--- src/rtl/loader_pkg.sv ---
// Shared definitions for the boot-time program loader: FSM state encoding
// and the fixed frame-format constants.
package loader_pkg;

  // Highest writable CPU memory word address; anything above is a frame error.
  localparam int ADDR_MAX       = 2047;
  // Payload words are carried as 4 big-endian bytes each.
  localparam int BYTES_PER_WORD = 4;

  typedef enum logic [3:0] {
    IDLE   = 4'd0,
    HDR_A0 = 4'd1,
    HDR_A1 = 4'd2,
    HDR_C0 = 4'd3,
    HDR_C1 = 4'd4,
    DATA   = 4'd5,
    COMMIT = 4'd6,
    CHK    = 4'd7,
    RUN    = 4'd8,
    ERROR  = 4'd9
  } state_e;

endpackage

--- src/rtl/word_assembler.sv ---
// Big-endian word assembler: shifts stream bytes in MSB first and flags the
// byte that completes a word. A clear discards any partial word.
module word_assembler
  import loader_pkg::*;
(
  input  logic        clk,
  input  logic        rst_n,
  input  logic        clr_i,
  input  logic        en_i,
  input  logic [7:0]  byte_i,
  output logic [31:0] word_o,
  output logic        last_byte_o
);

  logic [31:0] word_q, word_d;
  logic [1:0]  idx_q, idx_d;

  // Next word/index: clear wins over a byte load.
  always_comb begin
    word_d = word_q;
    idx_d  = idx_q;
    if (clr_i) begin
      word_d = '0;
      idx_d  = '0;
    end else if (en_i) begin
      word_d = {word_q[23:0], byte_i};
      idx_d  = idx_q + 2'd1;
    end
  end

  // Shift register and byte index storage.
  always_ff @(posedge clk or negedge rst_n) begin
    if (!rst_n) begin
      word_q <= '0;
      idx_q  <= '0;
    end else begin
      word_q <= word_d;
      idx_q  <= idx_d;
    end
  end

  assign word_o      = word_q;
  // High while the byte about to be loaded is the last of the word.
  assign last_byte_o = (idx_q == 2'(BYTES_PER_WORD - 1));

endmodule

--- src/rtl/program_loader.sv ---
// Boot-time program loader. Parses a framed byte stream
//   start_addr[15:0], word_count[15:0], N x 32-bit big-endian words
// and writes the words into CPU memory, holding the CPU stalled (cpu_en=0)
// until the whole frame has landed.
//
// Optional feature, macro LOADER_CHECKSUM_EN: a trailing byte equal to the
// XOR of all header and payload bytes must follow the payload; a mismatch
// ends in ERROR and the CPU is never released.
//
// Handshake: a byte transfers on a rising edge when in_valid && in_ready;
// in_ready depends only on the current state, never on in_valid, and the
// loader holds any partial word for as long as in_valid stays low.
module program_loader
  import loader_pkg::*;
#(
  parameter int ADDR_W = 11,
  parameter int DATA_W = 32,
  parameter int CNT_W  = 16
) (
  input  logic              clk,
  input  logic              resetn,
  input  logic              load_req,
  input  logic [7:0]        in_data,
  input  logic              in_valid,
  output logic              in_ready,
  output logic [DATA_W-1:0] w_instruction,
  output logic [ADDR_W-1:0] w_adrs,
  output logic              w_enable,
  output logic              cpu_en,
  output logic              busy,
  output logic              error,
  output logic [CNT_W-1:0]  words_loaded,
  output logic [3:0]        dbg_state
);

`ifdef LOADER_CHECKSUM_EN
  localparam state_e DONE_ST = CHK;
`else
  localparam state_e DONE_ST = RUN;
`endif

  state_e             state_q, state_d;
  logic [7:0]         start_hi_q, start_hi_d;
  logic [ADDR_W-1:0]  start_q, start_d;
  logic [7:0]         cnt_hi_q, cnt_hi_d;
  logic [CNT_W-1:0]   cnt_q, cnt_d;
  logic [CNT_W-1:0]   idx_q, idx_d;
  logic [CNT_W-1:0]   words_q, words_d;
  logic               err_q, err_d;
  logic [ADDR_W-1:0]  wadr_q, wadr_d;
  logic [DATA_W-1:0]  wdat_q, wdat_d;
`ifdef LOADER_CHECKSUM_EN
  logic [7:0]         chk_q, chk_d;
`endif

  logic               accept;
  logic               load_start;
  logic [15:0]        hdr_addr;
  logic [CNT_W-1:0]   hdr_cnt;
  logic [CNT_W:0]     addr_sum;
  logic               addr_over;
  logic [CNT_W-1:0]   idx_inc;
  logic               commit_ok;
  logic [31:0]        asm_word;
  logic               asm_last;

  assign accept     = in_valid && in_ready;
  // load_req is honoured only outside the load states.
  assign load_start = load_req && (state_q == IDLE || state_q == RUN || state_q == ERROR);
  assign hdr_addr   = {start_hi_q, in_data};
  assign hdr_cnt    = CNT_W'({cnt_hi_q, in_data});
  // Widened sum so start+i past the top of memory is visible, not wrapped.
  assign addr_sum   = {{(CNT_W + 1 - ADDR_W){1'b0}}, start_q} + {1'b0, idx_q};
  assign addr_over  = addr_sum > (CNT_W + 1)'(ADDR_MAX);
  assign idx_inc    = idx_q + CNT_W'(1);
  assign commit_ok  = (state_q == COMMIT) && !addr_over;

  word_assembler u_asm (
    .clk         (clk),
    .rst_n       (resetn),
    .clr_i       (load_start),
    .en_i        (accept && (state_q == DATA)),
    .byte_i      (in_data),
    .word_o      (asm_word),
    .last_byte_o (asm_last)
  );

  // Next-state logic for the frame parser and its datapath registers.
  always_comb begin
    state_d    = state_q;
    start_hi_d = start_hi_q;
    start_d    = start_q;
    cnt_hi_d   = cnt_hi_q;
    cnt_d      = cnt_q;
    idx_d      = idx_q;
    words_d    = words_q;
    err_d      = err_q;
    wadr_d     = wadr_q;
    wdat_d     = wdat_q;
`ifdef LOADER_CHECKSUM_EN
    chk_d      = chk_q;
    if (accept && state_q != CHK) chk_d = chk_q ^ in_data;
`endif
    case (state_q)
      IDLE, RUN, ERROR: begin
        if (load_req) begin
          state_d = HDR_A0;
          err_d   = 1'b0;
          words_d = '0;
          idx_d   = '0;
`ifdef LOADER_CHECKSUM_EN
          chk_d   = '0;
`endif
        end
      end
      HDR_A0: begin
        if (accept) begin
          start_hi_d = in_data;
          state_d    = HDR_A1;
        end
      end
      HDR_A1: begin
        if (accept) begin
          if (hdr_addr > 16'(ADDR_MAX)) begin
            err_d   = 1'b1;
            state_d = ERROR;
          end else begin
            start_d = hdr_addr[ADDR_W-1:0];
            state_d = HDR_C0;
          end
        end
      end
      HDR_C0: begin
        if (accept) begin
          cnt_hi_d = in_data;
          state_d  = HDR_C1;
        end
      end
      HDR_C1: begin
        if (accept) begin
          cnt_d   = hdr_cnt;
          state_d = (hdr_cnt == '0) ? DONE_ST : DATA;
        end
      end
      DATA: begin
        if (accept && asm_last) state_d = COMMIT;
      end
      COMMIT: begin
        if (addr_over) begin
          // Out-of-range write is dropped and the load is abandoned.
          err_d   = 1'b1;
          state_d = ERROR;
        end else begin
          words_d = (words_q == '1) ? words_q : words_q + CNT_W'(1);
          idx_d   = idx_inc;
          wadr_d  = addr_sum[ADDR_W-1:0];
          wdat_d  = asm_word;
          state_d = (idx_inc == cnt_q) ? DONE_ST : DATA;
        end
      end
`ifdef LOADER_CHECKSUM_EN
      CHK: begin
        if (accept) begin
          if (in_data == chk_q) begin
            state_d = RUN;
          end else begin
            err_d   = 1'b1;
            state_d = ERROR;
          end
        end
      end
`endif
      default: state_d = IDLE;
    endcase
  end

  // State and datapath registers; reset leaves the CPU stalled in IDLE.
  always_ff @(posedge clk or negedge resetn) begin
    if (!resetn) begin
      state_q    <= IDLE;
      start_hi_q <= '0;
      start_q    <= '0;
      cnt_hi_q   <= '0;
      cnt_q      <= '0;
      idx_q      <= '0;
      words_q    <= '0;
      err_q      <= 1'b0;
      wadr_q     <= '0;
      wdat_q     <= '0;
`ifdef LOADER_CHECKSUM_EN
      chk_q      <= '0;
`endif
    end else begin
      state_q    <= state_d;
      start_hi_q <= start_hi_d;
      start_q    <= start_d;
      cnt_hi_q   <= cnt_hi_d;
      cnt_q      <= cnt_d;
      idx_q      <= idx_d;
      words_q    <= words_d;
      err_q      <= err_d;
      wadr_q     <= wadr_d;
      wdat_q     <= wdat_d;
`ifdef LOADER_CHECKSUM_EN
      chk_q      <= chk_d;
`endif
    end
  end

`ifdef LOADER_CHECKSUM_EN
  assign in_ready = (state_q inside {HDR_A0, HDR_A1, HDR_C0, HDR_C1, DATA, CHK});
`else
  assign in_ready = (state_q inside {HDR_A0, HDR_A1, HDR_C0, HDR_C1, DATA});
`endif
  assign busy          = !(state_q inside {IDLE, RUN, ERROR});
  assign cpu_en        = (state_q == RUN);
  assign error         = err_q;
  assign words_loaded  = words_q;
  assign w_enable      = commit_ok;
  // Write port shows the live commit, otherwise holds the last written values.
  assign w_adrs        = commit_ok ? addr_sum[ADDR_W-1:0] : wadr_q;
  assign w_instruction = commit_ok ? asm_word : wdat_q;
  assign dbg_state     = state_q;

endmodule

--- config.mk ---
export PLATFORM = sky130hd
export DESIGN_NAME = program_loader
export DESIGN_NICKNAME = d
export VERILOG_FILES = /design/src/rtl/loader_pkg.sv /design/src/rtl/word_assembler.sv /design/src/rtl/program_loader.sv
export SDC_FILE = /design/constraint.sdc
export NUM_CORES = 1
export LEC_CHECK = 0
export ABC_AREA = 1
export CAP_MARGIN = 20
export CORE_UTILIZATION = 30
export DETAILED_ROUTE_END_ITERATION = 10
export PLACE_DENSITY = 0.49
export SYNTH_ARGS = -nofsm -noshare
export SYNTH_HDL_FRONTEND = slang
export SYNTH_SLANG_ARGS = --single-unit
--- constraint.sdc ---
create_clock -name clk -period 2.7 [get_ports clk]
set_input_delay 0.54 -clock clk [delete_from_list [all_inputs] [get_ports clk]]
set_output_delay 0.54 -clock clk [all_outputs]
set_load 0.05 [all_outputs]
# --- Yosys cells after proc, flatten, opt, wreduce, memory -nomap -nowiden ---
# Index checks and enable logic that the tools add are counted.
word_totals:
  reg_bits: 157
  latch_bits: 0
  mem_bits_rw: 0
  mem_bits_ro: 0
  word_cells: 95
  n_memories: 0
op_classes:
  n_addsub: 4
  mul: 0
  div_mod_pow: 0
  magnitude_cmp: 2
  eq_ne: 21
  shift: 0
  mux: 28
  bitwise: 2
  reduce_logical: 26
op_table:
  columns: ["cell", "n"]
  rows:
  - ["32-bit two-way mux", 3]
  - ["16-bit two-way mux", 4]
  - ["16-bit case mux with 2 select lines", 2]
  - ["4-bit two-way mux", 10]
  - ["16-bit by 1-bit adder with 16-bit output (second input constant)", 2]
  - ["4-bit case mux with 7 select lines", 1]
  - ["2-bit inequality test (second input constant)", 9]
  - ["11-bit by 16-bit adder with 17-bit output", 1]
  - ["17-bit by 11-bit > comparator with 1-bit output (second input constant)", 1]
  - ["16-bit == test", 1]
  - ["16-bit == test (second input constant)", 1]
  - ["16-bit by 11-bit > comparator with 1-bit output (second input constant)", 1]
  - ["16-bit logical NOT", 1]
  - ["4-bit by 3-bit == test with 1-bit output (second input constant)", 3]
  - ["11-bit two-way mux", 1]
  - ["4-bit by 2-bit == test with 1-bit output (second input constant)", 2]
  - ["4-bit == test (second input constant)", 2]
  - ["2-bit AND reduction", 4]
  - ["3-bit AND reduction", 2]
  - ["6-bit AND reduction", 1]
  - ["3-bit nonzero test", 2]
  - ["1-bit logical AND", 5]
  - ["5-bit AND reduction", 1]
  - ["5-bit nonzero test", 1]
  - ["other kinds (14)", 22]

# --- Longest topological paths before layout ---
# Gate-level depths: netlist (run 1).
depth:
  ltp_word: 6
  depth_mapped: 18

# --- Modules after synthesis ---
# A second synthesis (run 1) with hierarchy kept.
unflattened:
  hier_cells: 1072
  area_unflattened_um2: 8388.0
modules_own_cells:
  columns: ["mod", "n_inst", "cells_per_inst", "area_each_um2", "seq_area_each_um2"]
  rows:
  - ["program_loader", 1, 922, 6906.6, 3078.0]
  - ["word_assembler", 1, 150, 1481.4, 850.8]

# --- Worst setup path before layout (run 1) ---
# Ideal clock, no wire load.
synth_path:
  kind: "register to output"
  start: "register idx_q[0]"
  end: "output port w_adrs[4]"
  t_arrival_ps: 3267
  required_ps: 2160
  setup_slack_ps: -1107
  path_stages_with_launch: 17
  path_buffers: 1
  path_cell_list: "dfrtp_1 -> ha_1 -> fa_1 -> nand3_1 -> nand2_1 -> nand2_1 -> nand2_2 -> nand2_1 -> nand2_1 -> nand2_1 -> nand2_1 -> nor2_2 -> nand2_1 -> nor2_2 -> nand2_2 -> clkbuf_1 -> o21ai_0"
synth_via:
  elab_chain_len: 5
synth_lines:
  columns: ["element", "line", "text"]
  rows:
  - ["from (decl)", "program_loader.sv:47", "logic [CNT_W-1:0] idx_q, idx_d;"]
  - ["from (signal assigned)", "program_loader.sv:199", "idx_q <= idx_d;"]
  - ["11-bit by 16-bit adder with 17-bit output *", "program_loader.sv:73", "assign addr_sum = {{(CNT_W + 1 - ADDR_W){1'b0}}, start_q} + {1'b0, idx_q};"]
  - ["17-bit by 11-bit > comparator with 1-bit output", "program_loader.sv:74", "assign addr_over = addr_sum > (CNT_W + 1)'(ADDR_MAX);"]
  - ["1-bit logical NOT", "program_loader.sv:76", "assign commit_ok = (state_q == COMMIT) && !addr_over;"]
  - ["1-bit logical AND", "program_loader.sv:76", null]
  - ["11-bit two-way mux *", "program_loader.sv:221", "assign w_adrs = commit_ok ? addr_sum[ADDR_W-1:0] : wadr_q;"]
  - ["to (decl)", "program_loader.sv:27", "output logic [ADDR_W-1:0] w_adrs,"]
# Mark *: on every way between the ends. The rest lies on a longest branch, timed or not.

# --- Worst setup path after layout (run 1) ---
layout_path:
  start: "register start_q[10]"
  end: "output port w_instruction[15]"
layout_via:
  elab_chain_len: 5
layout_lines:
  columns: ["element", "line", "text"]
  rows:
  - ["from (decl)", "program_loader.sv:44", "logic [ADDR_W-1:0] start_q, start_d;"]
  - ["from (signal assigned)", "program_loader.sv:196", "start_q <= start_d;"]
  - ["11-bit by 16-bit adder with 17-bit output", "program_loader.sv:73", null]
  - ["17-bit by 11-bit > comparator with 1-bit output", "program_loader.sv:74", null]
  - ["1-bit logical NOT", "program_loader.sv:76", null]
  - ["1-bit logical AND", "program_loader.sv:76", null]
  - ["32-bit two-way mux", "program_loader.sv:222", "assign w_instruction = commit_ok ? asm_word : wdat_q;"]
  - ["to (decl)", "program_loader.sv:26", "output logic [DATA_W-1:0] w_instruction,"]
# No other way between the ends.

==> results of run 1 <==
[cell type report]
cell class	count	area (um^2)	area share
clock inverter	14	148.9	0.01274
inverter	133	499.2	0.04272
timing repair buffer	164	2076	0.1776
sequential	157	3931	0.3364
multi-input combinational	675	4173	0.3571
clock buffer	18	439.2	0.03758
tap	335	419.2	0.03587
[logic make-up (layout without fill, tap and decap cells)]
kind of cell               Yosys count  in the layout  synth area share
AOI/OAI and AO/OA                  171            171            0.1290
xor gates and xnor gates            11             11           0.01211
adders and majority gates           15             15           0.02454
buffers and inverters              162            329           0.08510
DFF                                157            157            0.4939
muxes                                5              5          0.006921
and+or+nand+nor                    473            473            0.2484
[cells in the final DEF (no fill, tap or decap), types with 5 or more instances in the layout]
master           count
buf_4               66
nor3_1               6
nor2_2               9
o22ai_2              9
o21ai_2              7
nor4_1               5
o21ai_0             46
nor2_4               5
xnor2_1              8
clkbuf_16           19
nor2_1              61
nand4_1             12
o22ai_1             31
inv_1              131
o21ai_1             15
buf_12              49
buf_6                7
inv_8                5
nand2_2             28
dfrtp_1            155
nand2_4              8
ha_4                10
o21ai_4             39
clkdlybuf4s50_1     31
nand2_1            260
a21oi_1              9
nand3_1             60
a21oi_2              5
[power breakdown]
group / total [mW] / internal [mW] / switching [mW]
clock network: 2.41 / 1.26 / 1.15
registers: 3.30 / 2.92 / 0.381
logic: 4.84 / 2.00 / 2.84
total: 10.6 / 6.18 / 4.37
[cell usage after synthesis (all sizes together)]
library cell  count
a211o             1
a21boi            1
a21oi            14
a31oi             2
and2              2
and3              1
buf              15
clkbuf           14
dfrtp           157
fa                1
ha               14
inv             133
mux2              4
mux2i             1
nand2           298
nand3            65
nand3b            2
nand4            13
nor2             75
nor3              6
nor3b             2
nor4              5
o211ai            4
o21ai           107
o221ai            1
o22ai            41
or2               4
xnor2             8
xor2              3
[sequential cells by signal, summed over array words and instances (netlist names)]
name and count:
cnt_hi_q 8, cnt_q 16, dbg_state 4, error 1, idx_q 16, start_hi_q 8
start_q 11, u_asm.idx_q 2, u_asm.word_o 32, wadr_q 11, wdat_q 32, words_loaded 16
[per-layer routing]
metal,global-route usage,wire [um],vias up
met2,0.2955,11250,111
li1,-,-,3542
met4,0.04629,211,0
met3,0.03968,803,14
met1,0.2376,10820,3413
met5,0,0,-
[final timing paths]
path	endpoint
setup / recovery	w_instruction[15]
hold / removal	wadr_q[4]
setup reg to reg	idx_q[2]
hold reg to reg	start_hi_q[0]
max in group asynchronous	dbg_state[1]
min in group clk	start_hi_q[0]
[repair_timing]
action | CTS | global route
gates resized for setup | 31 | 70
setup endpoints to repair | 77 | 117
setup buffers | 9 | 5
cloned | 2 | 2
pin swaps | 1 | 10
==> flow_metrics.py, run 1 <==
metrics = {
    "run_status": {
        "outcome": "finished, violations left",
        "violated_checks": "negative setup slack",
    },
    "die": {
        "floorplan.die_area_um2": 27170,
        "dieHeight_um": 164.8,
        "ioPinCount": 80,
        "rows": 59,
        "start_util": 0.3052,
        "core_area_um2": 26060,
        "width_of_the_die_um": 164.8,
    },
    "logic_synthesis": {
        "ys_warn_count": 0,
        "cell_taking_the_most_area_after_synthesis": "dfrtp_1",
        "synth-seq-cells": 157,
        "syn-num-nets": 1021,
        "synth_top_cells_by_area": "dfrtp_1 (49%), nand2_1 (14%), inv_1 (6.2%), o21ai_0 (4.2%), nand3_1 (4.1%)",
        "syn-mean-instance-area_um2": 8.002,
        "synth_area_um2": 7954,
        "post-synth-top-area-fraction": 0.4939,
        "synth_cells": 994,
        "synth-seq-area-share": 0.4939,
        "post_synth_num_cell_types": 39,
    },
    "clock_network": {
        "cts_hold_buffers": 0,
        "cts.path.max_buffers": 2,
        "cts_sinks": 157,
        "cts_root_buf": "clkbuf_16",
        "clkLatencyLatePin_ns": 0.44,
        "tritoncts.num_buffers": 17,
        "htreeDepth": 4,
        "clock_tree_from_tritoncts": "built",
        "worst_setup_hold_path_clk_slew_ns": 0.08,
    },
    "hold_path": {
        "hp-class": "input port to async pin",
    },
    "worst_setup_path": {
        "startpoint": "start_q[10]",
        "arrival_ns": 3.03,
        "timing.critical_path.slowest_stage_cell": "dfrtp_1",
        "reg2reg_from": "start_q[10]",
        "largest_delay_contributor_family_on_the_critical_path": "simple AND/OR/NAND/NOR gates",
        "reg2reg_slack_ns": -0.15,
        "kind_of_start_point_of_the_critical_path": "flop",
        "worst-path-max-fanout": 7,
        "end_kind": "output port",
        "cp_data_required_time_ns": 2.16,
        "worst-path-buf-inv": 4,
        "cp_num_cells": 14,
        "worst_r2r_path_depth": 16,
        "crit_path_max_incr_delay_ns": 0.45,
        "timing.setup.critical_path_class": "flop to output port",
        "worstPathCellList": "ha_4, nand2_1, nor2_2, nand3_1, nand4_1, nand2_1, nor2_2, inv_1, nor2_4, nand2_8, buf_16, buf_12, o21ai_4, buf_12",
    },
    "route": {
        "finalWirelength_um": 23080,
        "route.detailed.drc": 0,
        "detailedRoute.firstIterationViolations": 379,
        "route.detailed.vias_per_inst": 4.733,
        "ant_nets": 0,
        "average_routed_wire_per_standard_cell_um": 15.43,
        "drt-pass1-iter-count": 5,
        "route.vias.total": 7080,
    },
    "timing": {
        "final_setup_skew_ns": 0.01576,
        "max_slew.worst_pin.slew_ns": 0.6547,
        "setup_repair_after_global_routing_missed_its_margin": "true",
        "final.min_clock_period_ns": 3.572,
        "setup-violations-final": 60,
        "max_freq_mhz": 280.0,
        "post-route-worst-setup-slack_ns": -0.8716,
        "worst_hold_slack_ns": 0.07125,
        "final.setup.tns_ns": -37.79,
        "max_slew_margin": 0.5625,
        "final-hold-violation-count": 0,
        "slew_violations": 0,
        "fin_crit_sh": 1.323,
    },
    "layout": {
        "drive_gt1_frac": 0.2636,
        "number_of_antenna_cells_inserted": 0,
        "finalCoreUtilization": 0.4485,
        "design.final.nets": 1175,
        "finish.instance_area_um2": 11690,
        "areaGrowthSynthToFinish_pct": 46.92,
        "nFillCells": 2539,
        "final_cells": 1496,
    },
    "global_route": {
        "first_global_vias": 6934,
        "grt.total_usage": 0.1797,
        "global_route.overflow_total": 0,
        "grt_start_max_net_pins": 64,
        "grt_first_pass_wirelength_um": 37090,
        "antenna_found_initial": 0,
    },
    "power_and_ir_drop": {
        "p_per_area_nw_per_um2": 902.9,
        "ir_drop_v": 0.0004738,
        "power_mw": 10.55,
        "leakagePower_nw": 5.305,
    },
    "placed_design": {
        "finalWeightedCongestion": 0.8617,
        "place.port_buffers": 79,
        "place_hpwl_um": 16530,
        "place.detailed.instances": 1447,
        "postPlaceCellArea_um2": 10470,
        "detailedPlace.worstSlack_ns": -0.4472,
    },
    "flow_run": {
        "max_cap_violations": 0,
    },
}
Note: power is estimated with default switching activity, not from simulation.
==> run 2, diff against run 1 <==
- CTS_CLUSTER_SIZE: default -> 25
==> results of run 2 <==
No change in the layout: final DEF, timing and power equal those of run 1.
==> run 3, diff against run 2 <==
- CORE_UTILIZATION: 30 -> 40
- PLACE_DENSITY: 0.49 -> 0.62
==> flow_metrics.py, run 3 (synthesized netlist as in run 1, its figures left out) <==
metrics = {
    "layout": {
        "number_of_antenna_cells_inserted": 0,
        "design.final.nets": 1167,
        "nFillCells": 1661,
        "areaGrowthSynthToFinish_pct": 43.73,
        "layout_common_cells": "nand2_1 (253), dfrtp_1 (156), inv_1 (131)",
        "mostFrequentLayoutCell": "nand2_1",
        "finalCoreUtilization": 0.5874,
        "drive_gt1_frac": 0.2533,
    },
    "die": {
        "floorplan.die_area_um2": 20450,
        "width_of_the_die_um": 143.0,
        "dieHeight_um": 143.0,
        "core_area_um2": 19460,
        "start_util": 0.4087,
        "rows": 51,
        "ioPinCount": 80,
    },
    "worst_setup_path": {
        "arrival_ns": 3.01,
        "crit_path_max_incr_delay_ns": 0.44,
        "timing.critical_path.slowest_stage_cell": "dfrtp_1",
        "cp_data_required_time_ns": 2.16,
        "end_kind": "output port",
        "worst-path-max-fanout": 25,
        "critPathMostFrequentCell": "nand2_1",
        "worst-path-buf-inv": 3,
        "largest_delay_contributor_family_on_the_critical_path": "simple AND/OR/NAND/NOR gates",
        "reg2reg_from": "idx_q[3]",
        "timing.setup.critical_path_class": "flop to output port",
        "kind_of_start_point_of_the_critical_path": "flop",
        "worstPathCellList": "ha_4, nand2_1, nor2_1, nand2_1, nand3_1, nand2_1, nand3_1, nand2_1, nor2_2, nand2_1, nor2_2, buf_6, nand2_8, buf_16, o21ai_4, buf_12",
        "startpoint": "idx_q[3]",
    },
    "timing": {
        "final.min_clock_period_ns": 3.551,
        "max_slew.worst_pin.slew_ns": 0.6691,
        "fin_crit_sh": 1.315,
        "final_setup_skew_ns": 0.008312,
        "setup-violations-final": 60,
        "slew_violations": 0,
        "post-route-worst-setup-slack_ns": -0.8508,
        "max_freq_mhz": 281.6,
        "final-hold-violation-count": 0,
        "max_slew_margin": 0.5529,
        "setup_repair_after_global_routing_missed_its_margin": "true",
    },
    "power_and_ir_drop": {
        "ir_drop_v": 0.0004583,
        "leakagePower_nw": 5.251,
        "p_per_area_nw_per_um2": 905.2,
    },
    "placed_design": {
        "place.port_buffers": 79,
        "place_hpwl_um": 15550,
        "detailedPlace.worstSlack_ns": -0.3873,
        "finalWeightedCongestion": 0.9065,
    },
    "clock_network": {
        "htreeDepth": 4,
        "tritoncts.num_buffers": 17,
        "clkLatencyLatePin_ns": 0.43,
        "cts_hold_buffers": 0,
        "cts_sinks": 157,
        "clock_tree_from_tritoncts": "built",
        "cts_root_buf": "clkbuf_16",
        "worst_setup_hold_path_clk_slew_ns": 0.07,
        "cts.path.max_buffers": 2,
    },
    "run_status": {
        "outcome": "finished, violations left",
        "violated_checks": "negative setup slack",
    },
    "route": {
        "route.detailed.drc": 0,
        "route.vias.total": 7038,
        "route.detailed.vias_per_inst": 4.963,
        "detailedRoute.firstIterationViolations": 416,
        "drt-pass1-iter-count": 5,
        "average_routed_wire_per_standard_cell_um": 15.28,
        "finalWirelength_um": 21670,
        "ant_nets": 0,
    },
    "global_route": {
        "grt.total_usage": 0.2245,
        "global_route.overflow_total": 0,
        "grt_start_max_net_pins": 64,
        "first_global_vias": 6855,
        "grt_first_pass_wirelength_um": 34940,
        "antenna_found_initial": 0,
    },
    "flow_run": {
        "max_cap_violations": 0,
    },
    "hold_path": {
        "hp-class": "input port to async pin",
    },
}
run 3: changes by cell type in the layout (fill, tap and decap cells not counted), sizes merged:
cell / before / now
inv: 141 / 139
buf: 129 / 121
dlymetal6s2s: 0 / 1
clkbuf: 20 / 21
bufinv: 0 / 1
clkinvlp: 1 / 0
dlygate4sd2: 2 / 1
clkinv: 5 / 6
run 3: path summary, 6_finish.rpt:
check,endpoint,slack [ns],cells past startpoint
max in group asynchronous,words_loaded[3],1.92,2
min reg2reg,u_asm.idx_q[0],0.49,1
min in group clk,u_asm.idx_q[0],0.49,1
max,w_instruction[22],-0.85,16
min,wadr_q[9],0.05,1
max reg2reg,idx_q[10],-0.12,18
run 3: area by class of cell:
type | instances | area [um^2] | share of cell area
Multi-Input combinational cell | 675 | 4104 | 0.3590
Sequential cell | 157 | 3930 | 0.3438
Timing Repair Buffer | 156 | 1939 | 0.1696
Inverter | 133 | 499.2 | 0.04367
Clock buffer | 19 | 452.9 | 0.03962
Tap cell | 265 | 331.6 | 0.02900
Clock inverter | 13 | 175.2 | 0.01532
run 3: layer usage:
layer / vias to the layer above / global-route usage / share of wire
met4: 0 / 0.06225 / 0.016
li1: 3533 / - / -
met2: 131 / 0.3710 / 0.48
met3: 27 / 0.05097 / 0.040
met5: - / 0 / 0
met1: 3347 / 0.2943 / 0.46
run 3: what timing repair did:
item	CTS	global route
pin swaps	4	4
cloned	0	2
setup endpoints to repair	78	100
setup buffers	3	6
resized for setup	36	37
run 3: report_power, final:
part | switching (mW) | internal (mW) | total (mW)
logic | 2.71 | 1.82 | 4.52
registers | 0.384 | 2.92 | 3.30
clock network | 1.14 | 1.38 | 2.52
run 3: stage by stage:
stage	power (mW)	hold WS, ns	setup TNS [ns]	cell area, um^2	std cells
3_3_place_gp	7.562	0.4702	-16.83	10370	1375
4_1_cts	10.27	0.06790	-37.25	11160	1410
6_report	10.35	0.05371	-37.71	11430	1418
5_1_grt	10.98	0.07766	-48.15	11430	1418
3_5_place_dp	7.624	0.4801	-18.73	10370	1375
2_1_floorplan	6.029	0.2444	-10.44	8477	994
